==> config.mk <==
export PLATFORM = sky130hd
export DESIGN_NAME = ni_injector
export DESIGN_NICKNAME = d
export VERILOG_FILES = /design/src/rtl/ni_injector.sv
export SDC_FILE = /design/constraint.sdc
export NUM_CORES = 1
export LEC_CHECK = 0
export ABC_AREA = 1
export CORE_MARGIN = 2
export CORE_UTILIZATION = 54
export CTS_BUF_LIST = sky130_fd_sc_hd__clkbuf_4 sky130_fd_sc_hd__clkbuf_8 sky130_fd_sc_hd__clkbuf_16
export DETAILED_ROUTE_END_ITERATION = 16
export PLACE_DENSITY = 0.85
export SLEW_MARGIN = 20
export SYNTH_ARGS = -nofsm -noshare
export SYNTH_HDL_FRONTEND = slang
export SYNTH_SLANG_ARGS = --single-unit
==> constraint.sdc <==
create_clock -name clk -period 3.96 [get_ports clk]
set_clock_uncertainty 0.15 [all_clocks]
set_input_delay 0.792 -clock clk [delete_from_list [all_inputs] [get_ports clk]]
set_output_delay 0.792 -clock clk [all_outputs]
set_load 0.02 [all_outputs]
==> src/rtl/ni_injector.sv <==
// rtl/ni_injector.sv - local-port packet injector: segments command + payload into head/body/tail flits
// Flits hold on OL while full is high; S_L carries the XY route chosen at command accept.
module ni_injector #(
  parameter int Width       = 8,
  parameter int Select      = 3,
  parameter int Coord_width = 3,
  parameter int Len_width   = 4,
  parameter int MY_X        = 0,
  parameter int MY_Y        = 0
) (
  input  logic                   clk,
  input  logic                   rst,
  input  logic                   cmd_valid,
  output logic                   cmd_ready,
  input  logic [Coord_width-1:0] cmd_dst_x,
  input  logic [Coord_width-1:0] cmd_dst_y,
  input  logic [Len_width-1:0]   cmd_len,
  input  logic                   data_valid,
  output logic                   data_ready,
  input  logic [Width-3:0]       data_in,
  input  logic                   full,
  output logic [Width-1:0]       OL,
  output logic [Select-1:0]      S_L,
  output logic                   flit_valid,
  output logic                   busy,
  output logic [15:0]            sent_count
);

  localparam logic [1:0] IDLE    = 2'd0;
  localparam logic [1:0] HEAD    = 2'd1;
  localparam logic [1:0] PAYLOAD = 2'd2;

  localparam logic [1:0] T_BODY  = 2'b00;
  localparam logic [1:0] T_HEAD  = 2'b01;
  localparam logic [1:0] T_TAIL  = 2'b10;
  localparam logic [1:0] T_HT    = 2'b11;

  localparam logic [Coord_width-1:0] MY_XC = Coord_width'(MY_X);
  localparam logic [Coord_width-1:0] MY_YC = Coord_width'(MY_Y);

  logic [1:0]           state_q, state_d;
  logic [Width-1:0]     ol_q, ol_d;
  logic [Select-1:0]    sl_q, sl_d;
  logic                 fv_q, fv_d;
  logic [15:0]          cnt_q, cnt_d;
  logic [Len_width-1:0] len_q, len_d;
  logic [Len_width-1:0] rem_q, rem_d;
  logic [Select-1:0]    route;
  logic                 xfer;
  logic                 data_acc;

  assign xfer       = fv_q && !full;
  assign cmd_ready  = (state_q == IDLE) && !fv_q;
  assign data_ready = (state_q == PAYLOAD) && (rem_q != '0) && (!fv_q || !full);
  assign data_acc   = data_valid && data_ready;
  assign busy       = (state_q != IDLE);

  assign OL         = ol_q;
  assign S_L        = sl_q;
  assign flit_valid = fv_q;
  assign sent_count = cnt_q;

  // X is resolved before Y; equal coordinates route to the local port.
  always_comb begin
    route = Select'(0);
    if (cmd_dst_x > MY_XC)      route = Select'(2);
    else if (cmd_dst_x < MY_XC) route = Select'(3);
    else if (cmd_dst_y > MY_YC) route = Select'(1);
    else if (cmd_dst_y < MY_YC) route = Select'(4);
  end

  always_comb begin
    state_d = state_q;
    ol_d    = ol_q;
    sl_d    = sl_q;
    fv_d    = fv_q;
    cnt_d   = cnt_q;
    len_d   = len_q;
    rem_d   = rem_q;
    case (state_q)
      IDLE: begin
        if (cmd_valid && cmd_ready) begin
          len_d   = cmd_len;
          sl_d    = route;
          ol_d    = {(cmd_len == '0) ? T_HT : T_HEAD, cmd_dst_x, cmd_dst_y};
          fv_d    = 1'b1;
          state_d = HEAD;
        end
      end
      HEAD: begin
        if (xfer) begin
          fv_d = 1'b0;
          if (len_q == '0) begin
            cnt_d   = cnt_q + 16'd1;
            state_d = IDLE;
          end else begin
            rem_d   = len_q;
            state_d = PAYLOAD;
          end
        end
      end
      PAYLOAD: begin
        // A new word may load on the same edge the previous flit leaves.
        if (xfer && (ol_q[Width-1:Width-2] == T_TAIL)) begin
          fv_d    = 1'b0;
          cnt_d   = cnt_q + 16'd1;
          state_d = IDLE;
        end else if (data_acc) begin
          ol_d  = {(rem_q == Len_width'(1)) ? T_TAIL : T_BODY, data_in};
          fv_d  = 1'b1;
          rem_d = rem_q - Len_width'(1);
        end else if (xfer) begin
          fv_d = 1'b0;
        end
      end
      default: state_d = IDLE;
    endcase
  end

  always_ff @(posedge clk or negedge rst) begin
    if (!rst) begin
      state_q <= IDLE;
      ol_q    <= '0;
      sl_q    <= '0;
      fv_q    <= 1'b0;
      cnt_q   <= '0;
      len_q   <= '0;
      rem_q   <= '0;
    end else begin
      state_q <= state_d;
      ol_q    <= ol_d;
      sl_q    <= sl_d;
      fv_q    <= fv_d;
      cnt_q   <= cnt_d;
      len_q   <= len_d;
      rem_q   <= rem_d;
    end
  end

endmodule
# == After elaboration in Yosys (flattened, before gate mapping) ==
# Cells that the tools add are included.
# totals
wordCells,77
reg_bits,38
# classes
magnitude_cmp,4
eq_ne,11
mux,29
addsub,2
reduce_logical,24
# ops
op,count
16-bit two-way mux,3
16-bit one-hot mux with 2 select lines,1
8-bit two-way mux,3
16-bit by 1-bit adder with 16-bit output (second input constant),1
4-bit two-way mux,4
8-bit one-hot mux with 2 select lines,1
2-bit two-way mux,6
3-bit two-way mux,4
2-bit != test (second input constant),5
4-bit zero test,2
4-bit one-hot mux with 2 select lines,1
4-bit AND reduction,2
1-bit logical AND,7
3-bit by 1-bit greater-than comparator with 1-bit output (second input constant),2
3-bit by 1-bit < comparator with 1-bit output (second input constant),2
2-bit one-hot mux with 3 select lines,1
2-bit nonzero test,3
5-bit AND reduction,1
2-bit == test (second input constant),2
4-bit by 1-bit == test with 1-bit output (second input constant),1
1-bit two-way mux,4
2-bit by 1-bit != test with 1-bit output (second input constant),2
2-bit AND reduction,2
4-bit nonzero test,1
8 further kinds,9

# == Longest topological paths before layout ==
# logic_depth
word_depth,7
depth_mapped,12
depth_no_buf,10

# == Worst setup path before layout ==
# No wires, ideal clock.
# synth_timing
path_kind,reg-to-output
from,register state_q[0]
to,output port data_ready
arrival_time_ns,1.216
n_path_buf,1
slack_ns,1.802
path_stages_with_launch,7
cell_sequence,dfrtp_1 -> inv_1 -> ha_1 -> buf_2 -> inv_2 -> a21oi_2 -> and2_1
# synth_via
elab_chain_len,3
# synth_rtl
item,line_no,source
from (decl),41,"logic [1:0] state_q, state_d;"
from (signal assigned),130,state_q <= state_d;
2-bit == test,54,assign data_ready = (state_q == PAYLOAD) && (rem_q != '0) && (!fv_q || !full);
1-bit logical AND (2 in a row),54,
to (decl),19,"output logic data_ready,"
# Every way passes these cells.

# == Final worst setup path ==
# Ends and elaborated chain as after synthesis.

==> impl_metrics.env <==
export IMPL_start_kind="flop"
export IMPL_clkTransAtPathRegs_ns=0.07
export IMPL_vias=2178
export IMPL_clk_latency_ns=0.29
export IMPL_synth_seq_area_share_pct=41.2
export IMPL_totalWireLength_um=5400
export IMPL_drive_above_1_share_pct=5.96
export IMPL_end_kind="primary output"
export IMPL_cp_max_fo=17
export IMPL_layout_commonest_cell="nand2_1"
export IMPL_postCtsSetupBuffers=0
export IMPL_cap_viol_max_count=0
export IMPL_syn_area_um2=2250
export IMPL_synth_distinct_cells=27
export IMPL_die_h_um=68.5
export IMPL_grt_max_degree=38
export IMPL_die_w_um=68.5
export IMPL_hpwl_um=3990
export IMPL_finalSetupTns_ns=0
export IMPL_grt_pass1_wl_um=8990
export IMPL_fmax_ghz=0.311
export IMPL_die_area_um2=4690
export IMPL_syn_avg_cell_area_um2=7.09
export IMPL_pin_count=52
export IMPL_drtPass1Iterations=4
export IMPL_post_route_period_util_pct=81.3
export IMPL_use_met1_pct=34.5
export IMPL_place_gp_congestion=0.883
export IMPL_cpMaxStageDelayCell="clkdlybuf4s50_1"
export IMPL_cts_sinks=37
export IMPL_vias_per_cell=5.20
export IMPL_finalSetupViolCount=0
export IMPL_postCtsHoldBufs=0
export IMPL_clk_path_buf_depth=2
export IMPL_rsz0062_at_grt="false"
export IMPL_worstHoldStart="OL[1]$_DFFE_PN0P_"
export IMPL_holdWs_ns=0.323
export IMPL_timing_hold_violations_final=0
export IMPL_cts_tree="built"
export IMPL_arrival_ns=2.28
export IMPL_root_buffer="clkbuf_8"
export IMPL_slew_violations=0
export IMPL_num_rows=23
export IMPL_hp_class="reg2reg"
export IMPL_synthCells=317
export IMPL_first_iter_violations=217
export IMPL_crit_type="reg2out"
export IMPL_ys_ff_latch=37
export IMPL_worstReg2RegStart="state_q[0]$_DFFE_PN0P_"
export IMPL_grt_most_used_layer="met2"
export IMPL_critPathLaunch="state_q[0]$_DFFE_PN0P_"
export IMPL_met2_usage_pct=41.1
export IMPL_wl_per_cell_um=12.9
export IMPL_layout_common_cells="136 x nand2_1, 50 x clkdlybuf4s50_1, 37 x dfrtp_1, 24 x inv_1, 24 x nor2_1"
export IMPL_area_delta_synth_final_pct=27.8
export IMPL_grt_usage_pct=25.7
export IMPL_leakage_nw=1.43
export IMPL_path_delay_family="buffers and inverters"
export IMPL_overflow=0
export IMPL_antennaDiodeCount=0
export IMPL_syn_nets=346
export IMPL_cts_resized=0
export IMPL_portBuffers=50
export IMPL_grt_antenna_before_repair=0
export IMPL_ant_nets=0
export IMPL_core_area_um2=4000
export IMPL_drc_errors=0
export IMPL_start_util_pct=56.2
export IMPL_slowest_delay_ns=0.61
export IMPL_ir_worst_vdd_mv=0.143
export IMPL_critical_path_cell_chain="inv_1, ha_1, buf_4, inv_2, a21oi_2, and2_1, clkdlybuf4s50_1"
export IMPL_htree_levels=2
export IMPL_cts_buffers=5
export IMPL_cp_num_buf_inv=4
export IMPL_critPathRequiredTime_ns=3.02
export IMPL_ys_warn_count=0
export IMPL_grt_pass1_vias=1944
export IMPL_nets=398
export IMPL_met3_usage_pct=5.36
export IMPL_fin_crit_ns=3.22
export IMPL_p_per_area_nw_per_um2=239
export IMPL_status="finished clean"
[through the flow]
step,total power (W),util (%),cell area [µm²],worst slack (ns),cells
2_1_floorplan,0.000391,-,2250,1.80,317
3_3_place_gp,0.000420,69.5,2780,0.805,412
3_5_place_dp,0.000421,69.5,2780,0.794,412
4_1_cts,0.000693,71.8,2870,0.756,419
5_1_grt,0.000711,71.8,2870,0.603,419
6_report,0.000687,71.8,2870,0.742,419
[final timing paths]
check	to	slack [ns]	cells after the start
setup / recovery	data_ready	0.74	7
hold / removal	OL[1]$_DFFE_PN0P_	0.32	2
setup reg to reg	OL[0]$_DFFE_PN0P_	1.79	10
hold reg to reg	OL[1]$_DFFE_PN0P_	0.32	2
max in group asynchronous	sent_count[12]$_DFFE_PN0P_	2.54	2
min in group asynchronous	len_q[1]$_DFFE_PN0P_	0.78	2
[where the power goes]
group | switching [W] | total, W | internal [W] | leakage [nW]
clock network | 0.000129 | 0.000274 | 0.000145 | 0.0477
logic | 0.0000159 | 0.0000357 | 0.0000198 | 0.898
registers | 0 | 0.000378 | 0.000378 | 0.481
total | 0.000145 | 0.000687 | 0.000542 | 1.43
[sequential cells by signal, summed over array words and instances (netlist names)]
| register | cells |
|---|---|
| state_q | 2 |
| len_q | 4 |
| OL | 8 |
| flit_valid | 1 |
| rem_q | 4 |
| sent_count | 16 |
| S_L | 2 |
[area by class of cell]
| cell class | instances | area, µm² |
|---|---|---|
| multi-input combinational | 245 | 1170 |
| sequential | 37 | 926 |
| tap | 50 | 62.6 |
| timing repair buffer | 52 | 515 |
| clock buffer | 7 | 90.1 |
| fill | 322 | 1130 |
| inverter | 28 | 105 |
[routing by layer]
| metal | wire (µm) | vias to the layer above |
|---|---|---|
| met3 | 212 | 8 |
| met1 | 2470 | 1003 |
| li1 | - | 1113 |
| met5 | 0 | - |
| met2 | 2640 | 54 |
| met4 | 78 | 0 |
[synthesized netlist by cell type]
master      n  area, µm²
inv_1      24       90.1
nor2_1     24       90.1
nand3_2     1       10.0
and2_1      1       6.26
a21oi_1     3       15.0
buf_6       1       11.3
conb_1      1       3.75
xor2_1      1       8.76
nand2_1   136        510
nand3_1    19       95.1
buf_4       2       15.0
o21ai_0    13       65.1
nor3_1      2       10.0
o21a_1      1       7.51
o21ai_1     4       20.0
nand3_4     1       17.5
clkbuf_1    2       7.51
a21oi_2     1       8.76
dfrtp_1    37        926
nor2_2      3       18.8
nand2_2     2       12.5
xnor2_1     8       70.1
inv_2       4       15.0
ha_1        8        100
buf_2       2       10.0
o21ai_2     1       8.76
nand4_1    15       93.8
[logic make-up after synthesis]
kind of cell / count (synthesis) / share of synthesized area (%)
other: 1 / 0.167
AND/OR/NAND/NOR: 204 / 38.5
buffers and inverters: 35 / 6.63
adder cells (fa/ha/maj): 8 / 4.45
AO/OA/AOI/OAI: 23 / 5.57
XOR/XNOR: 9 / 3.51
flip-flops: 37 / 41.2
[tightest hold or removal path, cell delays in order, from the launching register on]
cell and delay, ns:
dfrtp_1 0.35, nand2_1 0.05, nand2_1 0.05
(Power assumes the default switching activity.)
